File: src/rtl/ppi_pkg.sv
// Shared constants and types for the synchronous PPI core: bus addresses,
// control-word field positions, reset control word and port mode type.
package ppi_pkg;

  localparam logic [1:0] ADDR_PA   = 2'b00;
  localparam logic [1:0] ADDR_PB   = 2'b01;
  localparam logic [1:0] ADDR_PC   = 2'b10;
  localparam logic [1:0] ADDR_CTRL = 2'b11;

  localparam int CW_MODE_SET = 7;
  localparam int CW_MODEA_HI = 6;
  localparam int CW_MODEA_LO = 5;
  localparam int CW_DIR_A    = 4;
  localparam int CW_DIR_PCU  = 3;
  localparam int CW_MODE_B   = 2;
  localparam int CW_DIR_B    = 1;
  localparam int CW_DIR_PCL  = 0;

  localparam logic [7:0] CTRL_RESET = 8'h9B;

  typedef enum logic {MODE0 = 1'b0, MODE1 = 1'b1} ppi_mode_t;

  // Group A modes 1x have no strobed/bidirectional distinction here; treat as mode 1.
  function automatic ppi_mode_t modeOfA(input logic [7:0] cw);
    return (cw[CW_MODEA_HI:CW_MODEA_LO] != 2'b00) ? MODE1 : MODE0;
  endfunction

  function automatic ppi_mode_t modeOfB(input logic [7:0] cw);
    return cw[CW_MODE_B] ? MODE1 : MODE0;
  endfunction

endpackage

File: src/rtl/ppi_sync_core_if.sv
// CPU-side register bus of the PPI core: address, one-cycle strobes, data.
interface ppi_sync_core_if #(parameter int DW = 8);
  logic [1:0]    A;
  logic          RD;
  logic          WR;
  logic [DW-1:0] DIN;
  logic [DW-1:0] DOUT;

  modport master (output A, RD, WR, DIN, input DOUT);
  modport slave  (input A, RD, WR, DIN, output DOUT);
endinterface

File: src/rtl/ppi_hs_port.sv
// One handshake-capable port (A or B): latches, strobe/ack edge detect, IBF/OBF.
// INTE/INTR logic exists only when PPI_INTR_EN is defined.
module ppi_hs_port
  import ppi_pkg::*;
#(
  parameter int DW = 8
) (
  input  logic          clk,
  input  logic          srst,
  input  ppi_mode_t     mode,
  input  logic          dirIn,
  input  logic          modeSet,
  input  logic          wrStb,
  input  logic          rdStb,
  input  logic [DW-1:0] wrData,
  input  logic [DW-1:0] pinIn,
  input  logic          stbN,
  input  logic          ackN,
  input  logic          inteWe,
  input  logic          inteVal,
  output logic [DW-1:0] outLatch,
  output logic [DW-1:0] rdData,
  output logic [DW-1:0] oe,
  output logic          ibf,
  output logic          obfN,
  output logic          intr
);

  logic          stbQ, ackQ;
  logic          ibfReg, obfNReg;
  logic [DW-1:0] inLatchReg, outLatchReg;
  logic          m1In, m1Out, stbFall, ackFall;

  assign m1In    = (mode == MODE1) && dirIn;
  assign m1Out   = (mode == MODE1) && !dirIn;
  assign stbFall = stbQ & ~stbN;
  assign ackFall = ackQ & ~ackN;

  always_ff @(posedge clk) begin
    if (srst) begin
      stbQ        <= 1'b1;
      ackQ        <= 1'b1;
      inLatchReg  <= '0;
      outLatchReg <= '0;
      ibfReg      <= 1'b0;
      obfNReg     <= 1'b1;
    end else begin
      stbQ <= stbN;
      ackQ <= ackN;
      if (modeSet) begin
        outLatchReg <= '0;
        ibfReg      <= 1'b0;
        obfNReg     <= 1'b1;
      end else begin
        if (wrStb) outLatchReg <= wrData;
        // A new strobe wins over a read in the same cycle: the read sees the old latch.
        if (m1In && stbFall) begin
          inLatchReg <= pinIn;
          ibfReg     <= 1'b1;
        end else if (m1In && rdStb) begin
          ibfReg <= 1'b0;
        end
        if (m1Out && wrStb) obfNReg <= 1'b0;
        else if (m1Out && ackFall) obfNReg <= 1'b1;
      end
    end
  end

`ifdef PPI_INTR_EN
  logic inteReg, intrReg, stbRise, ackRise;

  assign stbRise = ~stbQ & stbN;
  assign ackRise = ~ackQ & ackN;

  always_ff @(posedge clk) begin
    if (srst || modeSet) begin
      inteReg <= 1'b0;
      intrReg <= 1'b0;
    end else begin
      if (inteWe) inteReg <= inteVal;
      if (m1In) begin
        if (rdStb) intrReg <= 1'b0;
        else if (stbRise && ibfReg && inteReg) intrReg <= 1'b1;
      end else if (m1Out) begin
        if (wrStb) intrReg <= 1'b0;
        else if (ackRise && inteReg) intrReg <= 1'b1;
      end
    end
  end

  assign intr = intrReg;
`else
  logic unusedInte;
  assign unusedInte = &{1'b0, inteWe, inteVal};
  assign intr       = 1'b0;
`endif

  assign outLatch = outLatchReg;
  assign rdData   = dirIn ? ((mode == MODE1) ? inLatchReg : pinIn) : outLatchReg;
  assign oe       = dirIn ? '0 : '1;
  assign ibf      = ibfReg;
  assign obfN     = obfNReg;

endmodule

File: src/rtl/ppi_sync_core.sv
// Synchronous PPI: control word, port C with bit set/reset, read mux and decode;
// ports A/B are ppi_hs_port instances. Optional interrupts: define PPI_INTR_EN.
module ppi_sync_core
  import ppi_pkg::*;
#(
  parameter int DW = 8,
  parameter int CW = 8
) (
  input  logic            CLK,
  input  logic            RESET,
  ppi_sync_core_if.slave  bus,
  input  logic [DW-1:0]   PA_IN,
  input  logic [DW-1:0]   PB_IN,
  input  logic [DW-1:0]   PC_IN,
  output logic [DW-1:0]   PA_OUT,
  output logic [DW-1:0]   PB_OUT,
  output logic [DW-1:0]   PC_OUT,
  output logic [DW-1:0]   PA_OE,
  output logic [DW-1:0]   PB_OE,
  output logic [DW-1:0]   PC_OE,
  input  logic            STB_A_N,
  input  logic            STB_B_N,
  input  logic            ACK_A_N,
  input  logic            ACK_B_N,
  output logic            IBF_A,
  output logic            IBF_B,
  output logic            OBF_A_N,
  output logic            OBF_B_N,
  output logic            INTR_A,
  output logic            INTR_B
);

  localparam int         IW     = $clog2(DW);
  localparam int         HW     = DW / 2;
  localparam logic [6:0] DW_LIM = 7'(DW);

  logic [CW-1:0] ctrlReg;
  logic [DW-1:0] pcOutReg, pcRead, doutReg, doutNext;
  logic          rdEff, wrCtrl, modeSet, bsr, bsrHit;
  logic [5:0]    bsrIdx;

  // RD and WR together is treated as a write only.
  assign rdEff   = bus.RD & ~bus.WR;
  assign wrCtrl  = bus.WR && (bus.A == ADDR_CTRL);
  assign modeSet = wrCtrl && bus.DIN[CW_MODE_SET];
  assign bsr     = wrCtrl && !bus.DIN[CW_MODE_SET];
  assign bsrIdx  = bus.DIN[6:1];
  assign bsrHit  = bsr && ({1'b0, bsrIdx} < DW_LIM);

  ppi_mode_t     portMode [2];
  logic [DW-1:0] portPin [2];
  logic [DW-1:0] portOut [2];
  logic [DW-1:0] portRdData [2];
  logic [DW-1:0] portOe [2];
  logic [1:0]    portDirIn, portWr, portRd, portStbN, portAckN, portInteWe;
  logic [1:0]    portIbf, portObfN, portIntr;

  assign portMode[0] = modeOfA(ctrlReg);
  assign portMode[1] = modeOfB(ctrlReg);
  assign portDirIn   = {ctrlReg[CW_DIR_B], ctrlReg[CW_DIR_A]};
  assign portPin[0]  = PA_IN;
  assign portPin[1]  = PB_IN;
  assign portStbN    = {STB_B_N, STB_A_N};
  assign portAckN    = {ACK_B_N, ACK_A_N};

  // Port index doubles as its bus address and its INTE bit-set/reset index.
  genvar gi;
  generate
    for (gi = 0; gi < 2; gi++) begin : gPort
      assign portWr[gi]     = bus.WR && (bus.A == 2'(gi));
      assign portRd[gi]     = rdEff && (bus.A == 2'(gi));
      assign portInteWe[gi] = bsr && (bsrIdx == 6'(gi));

      ppi_hs_port #(.DW(DW)) uPort (
        .clk      (CLK),
        .srst     (RESET),
        .mode     (portMode[gi]),
        .dirIn    (portDirIn[gi]),
        .modeSet  (modeSet),
        .wrStb    (portWr[gi]),
        .rdStb    (portRd[gi]),
        .wrData   (bus.DIN),
        .pinIn    (portPin[gi]),
        .stbN     (portStbN[gi]),
        .ackN     (portAckN[gi]),
        .inteWe   (portInteWe[gi]),
        .inteVal  (bus.DIN[0]),
        .outLatch (portOut[gi]),
        .rdData   (portRdData[gi]),
        .oe       (portOe[gi]),
        .ibf      (portIbf[gi]),
        .obfN     (portObfN[gi]),
        .intr     (portIntr[gi])
      );
    end
  endgenerate

  always_ff @(posedge CLK) begin
    if (RESET) ctrlReg <= CTRL_RESET;
    else if (modeSet) ctrlReg <= bus.DIN[CW-1:0];
  end

  always_ff @(posedge CLK) begin
    if (RESET || modeSet) pcOutReg <= '0;
    else if (bus.WR && (bus.A == ADDR_PC)) pcOutReg <= bus.DIN;
    else if (bsrHit) pcOutReg[bsrIdx[IW-1:0]] <= bus.DIN[0];
  end

  assign pcRead = {ctrlReg[CW_DIR_PCU] ? PC_IN[DW-1:HW] : pcOutReg[DW-1:HW],
                   ctrlReg[CW_DIR_PCL] ? PC_IN[HW-1:0]  : pcOutReg[HW-1:0]};

  always_comb begin
    doutNext = doutReg;
    if (rdEff) begin
      case (bus.A)
        ADDR_PA: doutNext = portRdData[0];
        ADDR_PB: doutNext = portRdData[1];
        ADDR_PC: doutNext = pcRead;
        default: begin
          doutNext          = '0;
          doutNext[CW-1:0]  = ctrlReg;
        end
      endcase
    end
  end

  always_ff @(posedge CLK) begin
    if (RESET) doutReg <= '0;
    else doutReg <= doutNext;
  end

  assign bus.DOUT = doutReg;
  assign PA_OUT   = portOut[0];
  assign PB_OUT   = portOut[1];
  assign PC_OUT   = pcOutReg;
  assign PA_OE    = portOe[0];
  assign PB_OE    = portOe[1];
  assign PC_OE    = {{HW{~ctrlReg[CW_DIR_PCU]}}, {HW{~ctrlReg[CW_DIR_PCL]}}};
  assign IBF_A    = portIbf[0];
  assign IBF_B    = portIbf[1];
  assign OBF_A_N  = portObfN[0];
  assign OBF_B_N  = portObfN[1];
  assign INTR_A   = portIntr[0];
  assign INTR_B   = portIntr[1];

endmodule

File: src/flat_wrapper.sv
// flat-port wrapper written by rule: the top's interface ports become plain ports
module ppi_sync_core_flat import ppi_pkg::*;
#(
  parameter int DW = 8,
  parameter int CW = 8
)
  (CLK, RESET, PA_IN, PB_IN, PC_IN, PA_OUT, PB_OUT, PC_OUT, PA_OE, PB_OE, PC_OE, STB_A_N, STB_B_N, ACK_A_N, ACK_B_N, IBF_A, IBF_B, OBF_A_N, OBF_B_N, INTR_A, INTR_B, bus_A, bus_RD, bus_WR, bus_DIN, bus_DOUT);
  ppi_sync_core_if #(.DW(DW)) bus_i ();
  input  logic CLK;
  input  logic RESET;
  input  logic [DW-1:0] PA_IN;
  input  logic [DW-1:0] PB_IN;
  input  logic [DW-1:0] PC_IN;
  output logic [DW-1:0] PA_OUT;
  output logic [DW-1:0] PB_OUT;
  output logic [DW-1:0] PC_OUT;
  output logic [DW-1:0] PA_OE;
  output logic [DW-1:0] PB_OE;
  output logic [DW-1:0] PC_OE;
  input  logic STB_A_N;
  input  logic STB_B_N;
  input  logic ACK_A_N;
  input  logic ACK_B_N;
  output logic IBF_A;
  output logic IBF_B;
  output logic OBF_A_N;
  output logic OBF_B_N;
  output logic INTR_A;
  output logic INTR_B;
  input wire logic [$bits(bus_i.A)-1:0] bus_A;
  input wire logic [$bits(bus_i.RD)-1:0] bus_RD;
  input wire logic [$bits(bus_i.WR)-1:0] bus_WR;
  input wire logic [$bits(bus_i.DIN)-1:0] bus_DIN;
  output wire logic [$bits(bus_i.DOUT)-1:0] bus_DOUT;
  assign bus_i.A = bus_A;
  assign bus_i.RD = bus_RD;
  assign bus_i.WR = bus_WR;
  assign bus_i.DIN = bus_DIN;
  assign bus_DOUT = bus_i.DOUT;
  ppi_sync_core #(.DW(DW), .CW(CW)) u_core (.CLK(CLK), .RESET(RESET), .bus(bus_i), .PA_IN(PA_IN), .PB_IN(PB_IN), .PC_IN(PC_IN), .PA_OUT(PA_OUT), .PB_OUT(PB_OUT), .PC_OUT(PC_OUT), .PA_OE(PA_OE), .PB_OE(PB_OE), .PC_OE(PC_OE), .STB_A_N(STB_A_N), .STB_B_N(STB_B_N), .ACK_A_N(ACK_A_N), .ACK_B_N(ACK_B_N), .IBF_A(IBF_A), .IBF_B(IBF_B), .OBF_A_N(OBF_A_N), .OBF_B_N(OBF_B_N), .INTR_A(INTR_A), .INTR_B(INTR_B));
endmodule
File: config.mk
export PLATFORM = sky130hd
export DESIGN_NAME = ppi_sync_core_flat
export DESIGN_NICKNAME = d
export VERILOG_FILES = /design/src/rtl/ppi_pkg.sv /design/src/rtl/ppi_sync_core_if.sv /design/src/rtl/ppi_hs_port.sv /design/src/rtl/ppi_sync_core.sv /design/src/flat_wrapper.sv
export SDC_FILE = /design/constraint.sdc
export NUM_CORES = 1
export LEC_CHECK = 0
export BUFFER_PORTS_ARGS = -buffer_cell sky130_fd_sc_hd__buf_2
export CORE_MARGIN = 2
export CORE_UTILIZATION = 40
export DETAILED_ROUTE_END_ITERATION = 10
export GPL_TIMING_DRIVEN = 0
export HOLD_SLACK_MARGIN = 0.15
export PLACE_DENSITY_LB_ADDON = 0.12
export SLEW_MARGIN = 40
export SYNTH_ARGS = -nofsm -noshare
export SYNTH_HDL_FRONTEND = slang
export SYNTH_HIERARCHICAL = 1
export SYNTH_SLANG_ARGS = --single-unit
File: constraint.sdc
create_clock -name CLK -period 1.9 [get_ports CLK]
set_input_delay 0.285 -clock CLK [delete_from_list [all_inputs] [get_ports CLK]]
set_output_delay 0.285 -clock CLK [all_outputs]
set_load 0.02 [all_outputs]
**Word-level counts from Yosys, hierarchy flattened**

Cells that the tools add are included.

- Reduce and logical (&&, ||, !) cells: 36
- $lt $le $gt $ge: 3
- Bitwise operators: 13
- Muxes and demuxes: 24
- Equal/unequal tests: 3

Operator list:

| kind | number |
|---|---|
| two-way mux 8 bit | 8 |
| one-hot mux 8 bit (3 select lines) | 1 |
| logical AND 1 bit | 22 |
| nonzero test 2 bit | 6 |
| two-way mux 1 bit | 11 |
| bitwise mux 8 bit | 1 |
| two-way mux 4 bit | 2 |
| NOT 1 bit | 8 |
| less-than comparator 6 x 4 -> 1 bit, second input constant | 1 |
| bitwise AND 1 bit | 5 |
| == test 2 bit, second input constant | 2 |
| less-than comparator 3 x 4 -> 1 bit, second input constant | 1 |
| AND reduction 2 bit | 2 |
| demux 1 bit (select 3 bit) | 1 |
| greater-or-equal comparator 3 x 1 -> 1 bit, second input constant | 1 |
| logical NOT 1 bit | 3 |
| == test 2 x 1 -> 1 bit, second input constant | 1 |
| logical NOT 2 bit | 1 |
| OR reduction 2 bit | 1 |
| logical OR 1 bit | 1 |

- Word-level logic and storage cells: 94
- Bits of input ports: 42
- Register bits: 64
- Output and inout port bits: 62

**Logic depth before layout (Yosys ltp)**

Gate-level depths: netlist of the first run.

- Word-level depth: 7
- Mapped depth: 9

**Modules after synthesis**

Netlist of the first run, hierarchy kept.

By module, submodules not included:

| module | sequential area each (um^2) | times used | area each (um^2) | cells an instance |
|---|---|---|---|---|
| ppi_hs_port | 400.4 | 2 | 1,057.3 | 112 |
| ppi_sync_core | 480.5 | 1 | 1,450.1 | 167 |

**Worst setup path after synthesis of the first run**

OpenSTA, ideal clock, no wires.

- Path type: in2reg
- Start: input bus_A[0]
- End: register u_core.gPort[0].uPort.obfNReg
- Setup time: 117 ps
- Cell stages on the path: 9
- Arrival time: 1,576 ps
- Path buffers: 4
- Path slack: 207 ps
- Cell sequence: buf_2 and3_1 buf_6 nand2_2 inv_2 buf_4 or2_1 buf_2 nand2b_1

- Cells in the longest elaborated chain, start to end: 4
- Elaborated cells between the ends (all ways): 9
- Classes of those cells: eq/ne (1); mux (1); reduce/logical (7)

RTL lines:

| what | RTL line | source |
|---|---|---|
| start, declared | flat_wrapper.sv:30 | `input wire logic [$bits(bus_i.A)-1:0] bus_A;` |
| == test 2 bit | ppi_sync_core.sv:44 | `assign wrCtrl = bus.WR && (bus.A == ADDR_CTRL);` |
| logical AND 1 bit | ppi_sync_core.sv:44 |  |
| logical AND 1 bit | ppi_sync_core.sv:45 | `assign modeSet = wrCtrl && bus.DIN[CW_MODE_SET];` |
| net u_core.modeSet | ppi_sync_core.sv:39 | `logic rdEff, wrCtrl, modeSet, bsr, bsrHit;` |
| OR reduction 2 bit (no source line) | - |  |
| end signal, assigned | ppi_hs_port.sv:53 | `obfNReg <= 1'b1;` |
| end signal, assigned | ppi_hs_port.sv:63 | `if (m1Out && wrStb) obfNReg <= 1'b0;` |
| end signal, assigned | ppi_hs_port.sv:64 | `else if (m1Out && ackFall) obfNReg <= 1'b1;` |
| end, declared | ppi_hs_port.sv:30 | `logic ibfReg, obfNReg;` |

The timed path passes the listed nets, and every way through them passes these cells.
A chain may end at the register's enable or synchronous reset.

==> flow_metrics.env, run 1 <==
export IMPL_io_buffers=99
export IMPL_holdPathStages=2
export IMPL_cp_start_kind="register"
export IMPL_syn_inst=390
export IMPL_die_h_um=98.3
export IMPL_utilization_pct=50.7
export IMPL_dr_first_iter_drc_count=184
export IMPL_max_freq_mhz=534
export IMPL_reg2reg_slack_ns=0.03
export IMPL_seq_area_sq_um=1280
export IMPL_die_area_sq_um=9670
export IMPL_maxCapViolations=0
export IMPL_timing_rr_end="u_core/bus.DOUT[2]"
export IMPL_syn_nets=432
export IMPL_clkSinkCount=64
export IMPL_p_leak_nw=1.97
export IMPL_clk_pin_slew_worst_paths_ns=0.07
export IMPL_die_w_um=98.3
export IMPL_cts_root_buffer_cell="clkbuf_8"
export IMPL_worst_clock_skew_ns=0.00649
export IMPL_slew_viol_final=0
export IMPL_grt_pass1_vias=2864
export IMPL_drc=0
export IMPL_cts_setup_buffers=0
export IMPL_grtUsageTotal_pct=20.3
export IMPL_vdd_drop_max_uv=329
export IMPL_hp_start="ACK_A_N"
export IMPL_setup_viol=0
export IMPL_hold_viol_final=0
export IMPL_cts_max_level=3
export IMPL_end_kind="register"
export IMPL_multiInputGateArea_sq_um=1960
export IMPL_grt_pass1_wl_um=15300
export IMPL_yosys_warnings=6
export IMPL_timing_rr_start="u_core/ctrlReg[5]"
export IMPL_nets=544
export IMPL_layout_drive_gt1_share_pct=37.0
export IMPL_pin_count=104
export IMPL_grt_max_degree=22
export IMPL_coreArea_sq_um=8680
export IMPL_antenna_found_initial=0
export IMPL_rsz0062_at_grt="yes"
export IMPL_arrival_ns=2.09
export IMPL_wire_per_inst_um=15.8
export IMPL_reg2reg_depth=7
export IMPL_tns_ns=0
export IMPL_gp_congestion=0.892
export IMPL_required_ns=2.12
export IMPL_core_rowCount=34
export IMPL_nFillCells=898
export IMPL_netlist_area_sq_um=3560
export IMPL_clockBufferDepth=2
export IMPL_antenna_left=0
export IMPL_hold_end="u_core/gPort[0].uPort/ackQ"
export IMPL_path_max_fanout=10
export IMPL_gr_total_overflow=0
export IMPL_avgSynthCellArea_sq_um=9.13
export IMPL_outcome="finished, final reports clean"
export IMPL_criticalPathCategory="reg -> reg"
export IMPL_wirelength_um=9670
export IMPL_vias_per_cell=5.09
export IMPL_start_util_pct=41.0
export IMPL_fin_crit_ns=1.87
export IMPL_clkLatencyLatePin_ns=0.34
export IMPL_hp_class="in -> reg"
export IMPL_timing_hold_ws_ns=0.156
export IMPL_cts_tree="yes"
export IMPL_syn_to_final_growth_pct=23.6
export IMPL_fin_crit_sh_pct=98.5
export IMPL_numCtsBuffers=9
export IMPL_antenna_cells=0
export IMPL_first_pass_iters=4
export IMPL_p_per_area_nw_per_um2=672
export IMPL_vias=3120
export IMPL_dpl_hpwl_um=7340
==> metal layers <==
metal	track usage [%]	vias up	share of wire [%]
met5	0	-	0
met4	6.95	0	1.7
met3	3.94	15	6.6
met2	31.4	101	46
met1	28.5	1458	46
li1	-	1546	-
==> cell usage in the layout (no fill, tap or decap), drive strengths merged, types with 2 or more instances in the layout <==
cell type,count
o311ai,4
nor2b,3
nand4b,2
nand2b,35
nand3,3
nor3b,2
or3,4
mux4,7
mux2,8
nor2,53
clkbuf,21
nor3,8
buf,140
dfxtp,64
a31oi,2
nand4,5
a21oi,28
nand2,20
inv,7
or2,8
mux2i,52
a211o,2
conb,2
o21ai,8
and3,2
nand3b,5
nor4bb,2
dlygate4sd3,2
==> registers in the layout, indices dropped and copies added, names as in the netlist <==
register	cells
u_core/gPort.uPort/ibf	2
u_core/gPort.uPort/inLatchReg	16
u_core/gPort.uPort/ackQ	2
u_core/bus.DOUT	8
u_core/gPort.uPort/outLatch	16
u_core/PC_OUT	8
u_core/ctrlReg	8
u_core/gPort.uPort/stbQ	2
u_core/gPort.uPort/obfN	2
==> critical path, stage by stage, from the launching register on <==
cell	delay, ns
dfxtp_1	0.33
or2_4	0.28
buf_6	0.17
mux2i_2	0.22
a21oi_2	0.10
mux4_2	0.49
nor2_1	0.10
nor3_1	0.06
==> worst max-delay path by stage <==
stage                            from  slack, ns                          to  cells after the start
finish              u_core/ctrlReg[5]       0.03          u_core/bus.DOUT[2]                      7
global route        u_core/ctrlReg[5]      -0.02          u_core/bus.DOUT[4]                      7
CTS                 u_core/ctrlReg[4]       0.02                    PA_OE[6]                      5
detailed placement  u_core/ctrlReg[5]      -0.05          u_core/bus.DOUT[2]                      7
global placement    u_core/ctrlReg[5]      -0.04          u_core/bus.DOUT[2]                      7
floorplan                    bus_A[0]       0.21  u_core/gPort[0].uPort/obfN                      9
==> report_power, final <==
| group | switching (W) | internal [W] |
|---|---|---|
| logic | 0.000305 | 0.000240 |
| registers | 0.0000311 | 0.00138 |
| clock network | 0.000502 | 0.000494 |
==> repair_timing <==
action	4_1_cts	5_1_grt
hold endpoints to repair	2	0
setup endpoints to repair	12	11
hold buffers	2	0
gates resized for setup	4	6
==> area by class of cell <==
cell class	instances	share of cell area, %
plain buffers	49	7.48
clock inverters	1	0.114
multi-input cells	270	44.5
repair buffers	101	11.7
flip-flops and latches	64	29.2
inverters	7	0.597
clock buffers	13	3.38
well taps	108	3.07
==> stage by stage <==
step / setup WS [ns] / power, W / cell area [sq um] / instances
after CTS: 0.0204 / 0.00298 / 4380 / 613
final: 0.0284 / 0.00296 / 4400 / 613
after detailed placement: -0.0498 / 0.00198 / 4190 / 597
after global routing: -0.0219 / 0.00309 / 4400 / 613
after floorplan: 0.207 / 0.00179 / 3560 / 390
after global placement: -0.0395 / 0.00197 / 4190 / 597
Note: power is estimated with default switching activity, not from simulation.
==> inputs of run 2 (changes only) <==
--- a/config.mk
+++ b/config.mk
@@ -6,6 +6,7 @@
 export NUM_CORES = 1
 export LEC_CHECK = 0
 export BUFFER_PORTS_ARGS = -buffer_cell sky130_fd_sc_hd__buf_2
+export CORE_ASPECT_RATIO = 1.75
 export CORE_MARGIN = 2
 export CORE_UTILIZATION = 40
 export DETAILED_ROUTE_END_ITERATION = 10
==> constraint.sdc (replaced) <==
create_clock -name CLK -period 1.95 [get_ports CLK]
set_input_delay 0.2925 -clock CLK [delete_from_list [all_inputs] [get_ports CLK]]
set_output_delay 0.2925 -clock CLK [all_outputs]
set_load 0.02 [all_outputs]
==> run 2 against run 1 <==
Die area rose by 0.31%. Global-route usage increased by 0.85 points. Via count decreased by 2.9%. Largest cell class unchanged. Maximum frequency increased by 1.2%. Largest power group is now clock.
==> flow_metrics.env, run 2 (synthesized netlist as in run 1, its figures left out) <==
export IMPL_antenna_left=0
export IMPL_cts_hold_buf=0
export IMPL_gr_total_overflow=0
export IMPL_dr_first_iter_drc_count=139
export IMPL_design_area_sq_um=4510
export IMPL_die_h_um=129
export IMPL_max_stage_delay_ns=0.47
export IMPL_max_freq_mhz=541
export IMPL_cp_num_buf_inv=1
export IMPL_vias=3030
export IMPL_wl_met3_um=409
export IMPL_power_w=0.00334
export IMPL_outcome="finished, final reports clean"
export IMPL_clk_pin_slew_worst_paths_ns=0.05
export IMPL_multiInputGateArea_sq_um=1960
export IMPL_coreArea_sq_um=8670
export IMPL_nFillCells=898
export IMPL_nets=542
export IMPL_p_per_area_nw_per_um2=740
export IMPL_antenna_cells=0
export IMPL_first_pass_iters=4
export IMPL_cts_max_level=3
export IMPL_path_cells="or2_4 > buf_6 > mux2i_4 > a21oi_1 > mux4_2 > nor2_2 > nor3_1"
export IMPL_cpLargestDelayFamily="multiplexers"
export IMPL_wl_met1_um=4110
export IMPL_layout_common_cells="buf_2, dfxtp_1, nor2_1"
export IMPL_grtUsageTotal_pct=21.2
export IMPL_worst_clock_skew_ns=0.00817
export IMPL_grt_pass1_vias=2957
export IMPL_wirelength_um=9770
export IMPL_dr_wl_met2_um=4960
export IMPL_dpl_hpwl_um=7650
export IMPL_post_dp_cell_area_sq_um=4200
export IMPL_hold_end="u_core/gPort[1].uPort/stbQ"
export IMPL_end_kind="register"
export IMPL_seq_area_sq_um=1280
export IMPL_wire_per_inst_um=15.7
export IMPL_fin_crit_ns=1.85
export IMPL_reg2reg_depth=7
export IMPL_arrival_ns=2.06
export IMPL_final_cells=622
export IMPL_maxCapViolations=0
export IMPL_antenna_found_initial=0
export IMPL_layout_drive_gt1_share_pct=37.8
export IMPL_slew_viol_final=0
export IMPL_die_w_um=75.3
export IMPL_vias_per_cell=4.87
export IMPL_clkLatencyLatePin_ns=0.33
export IMPL_relSlewSlack_pct=62.3
export IMPL_core_rowCount=45
export IMPL_clkSinkCount=64
export IMPL_hold_viol_final=0
export IMPL_vdd_drop_max_uv=481
export IMPL_p_leak_nw=2.02
export IMPL_hp_start="STB_B_N"
export IMPL_start_util_pct=41.1
export IMPL_io_buffers=99
export IMPL_setup_viol=0
export IMPL_cts_root_buffer_cell="clkbuf_16"
export IMPL_syn_to_final_growth_pct=26.7
export IMPL_holdPathStages=2
export IMPL_timing_rr_start="u_core/ctrlReg[5]"
export IMPL_reg2reg_slack_ns=0.10
export IMPL_required_ns=2.16
export IMPL_clockBufferDepth=2
export IMPL_path_max_fanout=10
export IMPL_mostFrequentLayoutCell="buf_2"
export IMPL_worst_pin_slew_ns=0.566
export IMPL_pin_count=104
export IMPL_cts_setup_buffers=0
export IMPL_cp_start_kind="register"
export IMPL_top_layer="met4"
export IMPL_numCtsBuffers=9
export IMPL_gp_congestion=0.857
export IMPL_fin_crit_sh_pct=94.8
export IMPL_cts_tree="yes"
export IMPL_rsz0062_at_grt="no"
export IMPL_hp_class="in -> reg"
export IMPL_grt_max_degree=22
export IMPL_grt_pass1_wl_um=15000
export IMPL_slowest_stage="mux4_2"
export IMPL_drc=0
export IMPL_criticalPathCategory="reg -> reg"
export IMPL_dp_cells=606
export IMPL_timing_rr_end="u_core/bus.DOUT[2]"
export IMPL_die_area_sq_um=9700
export IMPL_cp_startpoint="u_core/ctrlReg[5]"
run 2: metrics by stage:
| stage | hold slack [ns] | setup WS (ns) | setup TNS [ns] | util [%] |
|---|---|---|---|---|
| floorplan | 0.399 | 0.250 | 0 | - |
| global placement | 0.432 | -0.0368 | -0.0412 | 48.5 |
| detailed placement | 0.435 | -0.0480 | -0.0605 | 48.5 |
| CTS | 0.152 | 0.00612 | 0 | 51.7 |
| global route | 0.162 | 0.00344 | 0 | 52.0 |
| finish | 0.159 | 0.101 | 0 | 52.0 |
run 2: cell type report:
cell class | count | area share [%]
Clock buffer | 10 | 5.08
Multi-Input combinational cell | 270 | 43.6
Buffer | 49 | 7.30
Timing Repair Buffer | 99 | 11.0
Inverter | 7 | 0.583
Tap cell | 117 | 3.25
Sequential cell | 64 | 28.5
Clock inverter | 6 | 0.804
run 2: worst max path at each step:
stage                                             to  slack [ns]  cells after the start
final                             u_core/bus.DOUT[2]        0.10                      7
after global routing              u_core/bus.DOUT[2]       0.003                      7
after CTS                         u_core/bus.DOUT[1]       0.006                      7
after detailed placement          u_core/bus.DOUT[2]       -0.05                      7
after global placement            u_core/bus.DOUT[2]       -0.04                      7
after floorplan           u_core/gPort[0].uPort/obfN        0.25                      9
run 2: worst register-to-register path: stages (launching register included):
cell and delay (ns):
dfxtp_1 0.35, or2_4 0.17, buf_6 0.20, mux2i_4 0.26, a21oi_1 0.11, mux4_2 0.47, nor2_2 0.11, nor3_1 0.06
run 2: metal layers:
layer  GRT usage, %  up-vias
li1               -     1541
met1           25.7     1385
met2           35.0       87
met3           3.29       17
met4           11.1        0
met5              0        -
run 2: what timing repair did:
item | CTS | global route
endpoints found under the hold margin | 0 | 0
endpoints found under the setup margin | 2 | 13
gates resized for setup | 3 | 8
run 2: where the power goes:
part	switching [W]	total [W]	internal (W)
logic	0.000291	0.000523	0.000233
registers	0.0000316	0.00138	0.00135
clock network	0.000583	0.00143	0.000851
==> inputs of run 3 (changes only) <==
--- a/config.mk
+++ b/config.mk
@@ -7,8 +7,8 @@
 export LEC_CHECK = 0
 export BUFFER_PORTS_ARGS = -buffer_cell sky130_fd_sc_hd__buf_2
 export CORE_ASPECT_RATIO = 1.75
-export CORE_MARGIN = 2
 export CORE_UTILIZATION = 40
+export CTS_BUF_LIST = sky130_fd_sc_hd__clkbuf_16
 export DETAILED_ROUTE_END_ITERATION = 10
 export GPL_TIMING_DRIVEN = 0
 export HOLD_SLACK_MARGIN = 0.15
==> run 3 against run 2 <==
Flip-flop and latch count stayed put. Critical endpoint is now u_core/bus.DOUT[5]. Largest power group is now sequential cells. Largest cell class unchanged. Register-to-register slack improved by 0.02 ns. Total power shrank 2.3%. Combinational power down 2%.
==> flow_metrics.env, run 3 (synthesized netlist as in run 1, its figures left out) <==
export IMPL_grt_pass1_vias=2870
export IMPL_criticalPathCategory="reg -> reg"
export IMPL_cts_max_level=3
export IMPL_layout_drive_gt1_share_pct=36.1
export IMPL_path_max_fanout=10
export IMPL_slowest_stage="mux4_2"
export IMPL_p_leak_nw=2.02
export IMPL_grt_pass1_wl_um=14800
export IMPL_antenna_left=0
export IMPL_syn_to_final_growth_pct=25.6
export IMPL_coreArea_sq_um=8670
export IMPL_clkSinkCount=64
export IMPL_layout_common_cells="buf_2, dfxtp_1, nor2_1"
export IMPL_start_util_pct=41.1
export IMPL_dr_first_iter_drc_count=126
export IMPL_fin_crit_sh_pct=93.6
export IMPL_maxCapViolations=0
export IMPL_antenna_found_initial=0
export IMPL_critPathCapture="u_core/bus.DOUT[5]"
export IMPL_nets=542
export IMPL_numCtsBuffers=9
export IMPL_io_buffers=99
export IMPL_reg2reg_depth=7
export IMPL_design_area_sq_um=4470
export IMPL_cp_start_kind="register"
export IMPL_cts_tree="yes"
export IMPL_dp_cells=606
export IMPL_wirelength_um=9560
export IMPL_dpl_hpwl_um=7470
export IMPL_end_kind="register"
export IMPL_die_h_um=127
export IMPL_slew_viol_final=0
export IMPL_gp_congestion=0.842
export IMPL_post_dp_cell_area_sq_um=4200
export IMPL_grt_max_degree=22
export IMPL_cts_setup_buffers=0
export IMPL_gr_total_overflow=0
export IMPL_cts_root_buffer_cell="clkbuf_16"
export IMPL_vias_per_cell=4.90
export IMPL_hold_viol_final=0
export IMPL_final_cells=621
export IMPL_timing_hold_ws_ns=0.166
export IMPL_outcome="finished, final reports clean"
export IMPL_multiInputGateArea_sq_um=1940
export IMPL_dp_slack_ns=-0.0398
export IMPL_hp_class="in -> reg"
export IMPL_vias=3046
export IMPL_wire_per_inst_um=15.4
export IMPL_grtUsageTotal_pct=21.7
export IMPL_clkLatencyLatePin_ns=0.33
export IMPL_first_pass_iters=4
export IMPL_setup_viol=0
export IMPL_arrival_ns=2.02
export IMPL_required_ns=2.14
export IMPL_vdd_drop_max_uv=535
export IMPL_antenna_cells=0
export IMPL_clockBufferDepth=2
export IMPL_max_stage_delay_ns=0.46
export IMPL_seq_area_sq_um=1280
export IMPL_setup_ws_ns=0.126
export IMPL_timing_rr_start="u_core/ctrlReg[5]"
export IMPL_worst_clock_skew_ns=0.00694
export IMPL_clk_pin_slew_worst_paths_ns=0.05
export IMPL_rsz0062_at_grt="no"
export IMPL_max_freq_mhz=548
export IMPL_path_cells="or2_4 > buf_6 > mux2i_1 > a21oi_1 > mux4_2 > nor2_1 > nor3_1"
export IMPL_tns_ns=0
export IMPL_p_per_area_nw_per_um2=729
export IMPL_reg2reg_slack_ns=0.13
export IMPL_cts_hold_buf=0
export IMPL_core_rowCount=45
export IMPL_drc=0
export IMPL_cp_startpoint="u_core/ctrlReg[5]"
export IMPL_pin_count=104
export IMPL_die_area_sq_um=9300
export IMPL_mostFrequentLayoutCell="buf_2"
export IMPL_nFillCells=897
export IMPL_timing_rr_end="u_core/bus.DOUT[5]"
export IMPL_die_w_um=73.3
export IMPL_fin_crit_ns=1.82
[run 3: cell types whose count changed in the layout (fill, tap and decap cells not counted)]
cell and delta:
nor2_2 -1, inv_1 +5, mux2i_1 +3, clkinvlp_4 -1, clkbuf_1 -1, nor2_1 +1, mux2i_2 -2, clkinv_4 -1
clkinv_2 -3, mux2i_4 -1
[run 3: area by class of cell]
cell class	instances	area share [%]
Timing Repair Buffer	99	11.1
Sequential cell	64	28.7
Tap cell	117	3.27
Clock inverter	6	0.532
Inverter	7	0.588
Multi-Input combinational cell	270	43.4
Clock buffer	9	5.04
Buffer	49	7.36
[run 3: repair_timing]
item	in CTS	in global routing
endpoints found under the setup margin	1	13
gates resized for setup	2	4
hold endpoints to repair	0	0
pin swaps	0	0
[run 3: report_power, final]
part,internal (W),switching [W],total [W]
registers,0.00135,0.0000323,0.00138
clock network,0.000825,0.000538,0.00136
logic,0.000229,0.000286,0.000515
total,0.00241,0.000856,0.00326
[run 3: routing by layer]
layer  track usage [%]  vias up  wire length, um
li1                  -     1539                -
met1              25.3     1421             4060
met2              37.7       75             4970
met3              4.61       11              363
met4              8.48        0              161
met5                 0        -                0
[run 3: how the worst min path moves through the flow]
stage,end,startpoint,slack [ns],cells past startpoint
after global routing,u_core/gPort[0].uPort/stbQ,STB_A_N,0.16,2
after detailed placement,u_core/ctrlReg[7],u_core/ctrlReg[7],0.43,1
final,u_core/gPort[0].uPort/stbQ,STB_A_N,0.17,2
after CTS,u_core/gPort[0].uPort/stbQ,STB_A_N,0.15,2
after global placement,u_core/ctrlReg[7],u_core/ctrlReg[7],0.43,1
after floorplan,u_core/gPort[0].uPort/ackQ,ACK_A_N,0.40,1
[run 3: through the flow]
step	utilization (%)	power (W)
floorplan	-	0.00174
detailed placement	48.5	0.00192
CTS	51.5	0.00329
finish	51.6	0.00326
global route	51.6	0.00340
global placement	48.5	0.00192
[run 3: worst max-delay path: cells and delay by family, from the launching register on]
kind / cells / cell delay [ns]
buf+inv: 1 / 0.17
mux: 2 / 0.66
flops: 1 / 0.31
compound gates: 1 / 0.10
simple gates: 3 / 0.45
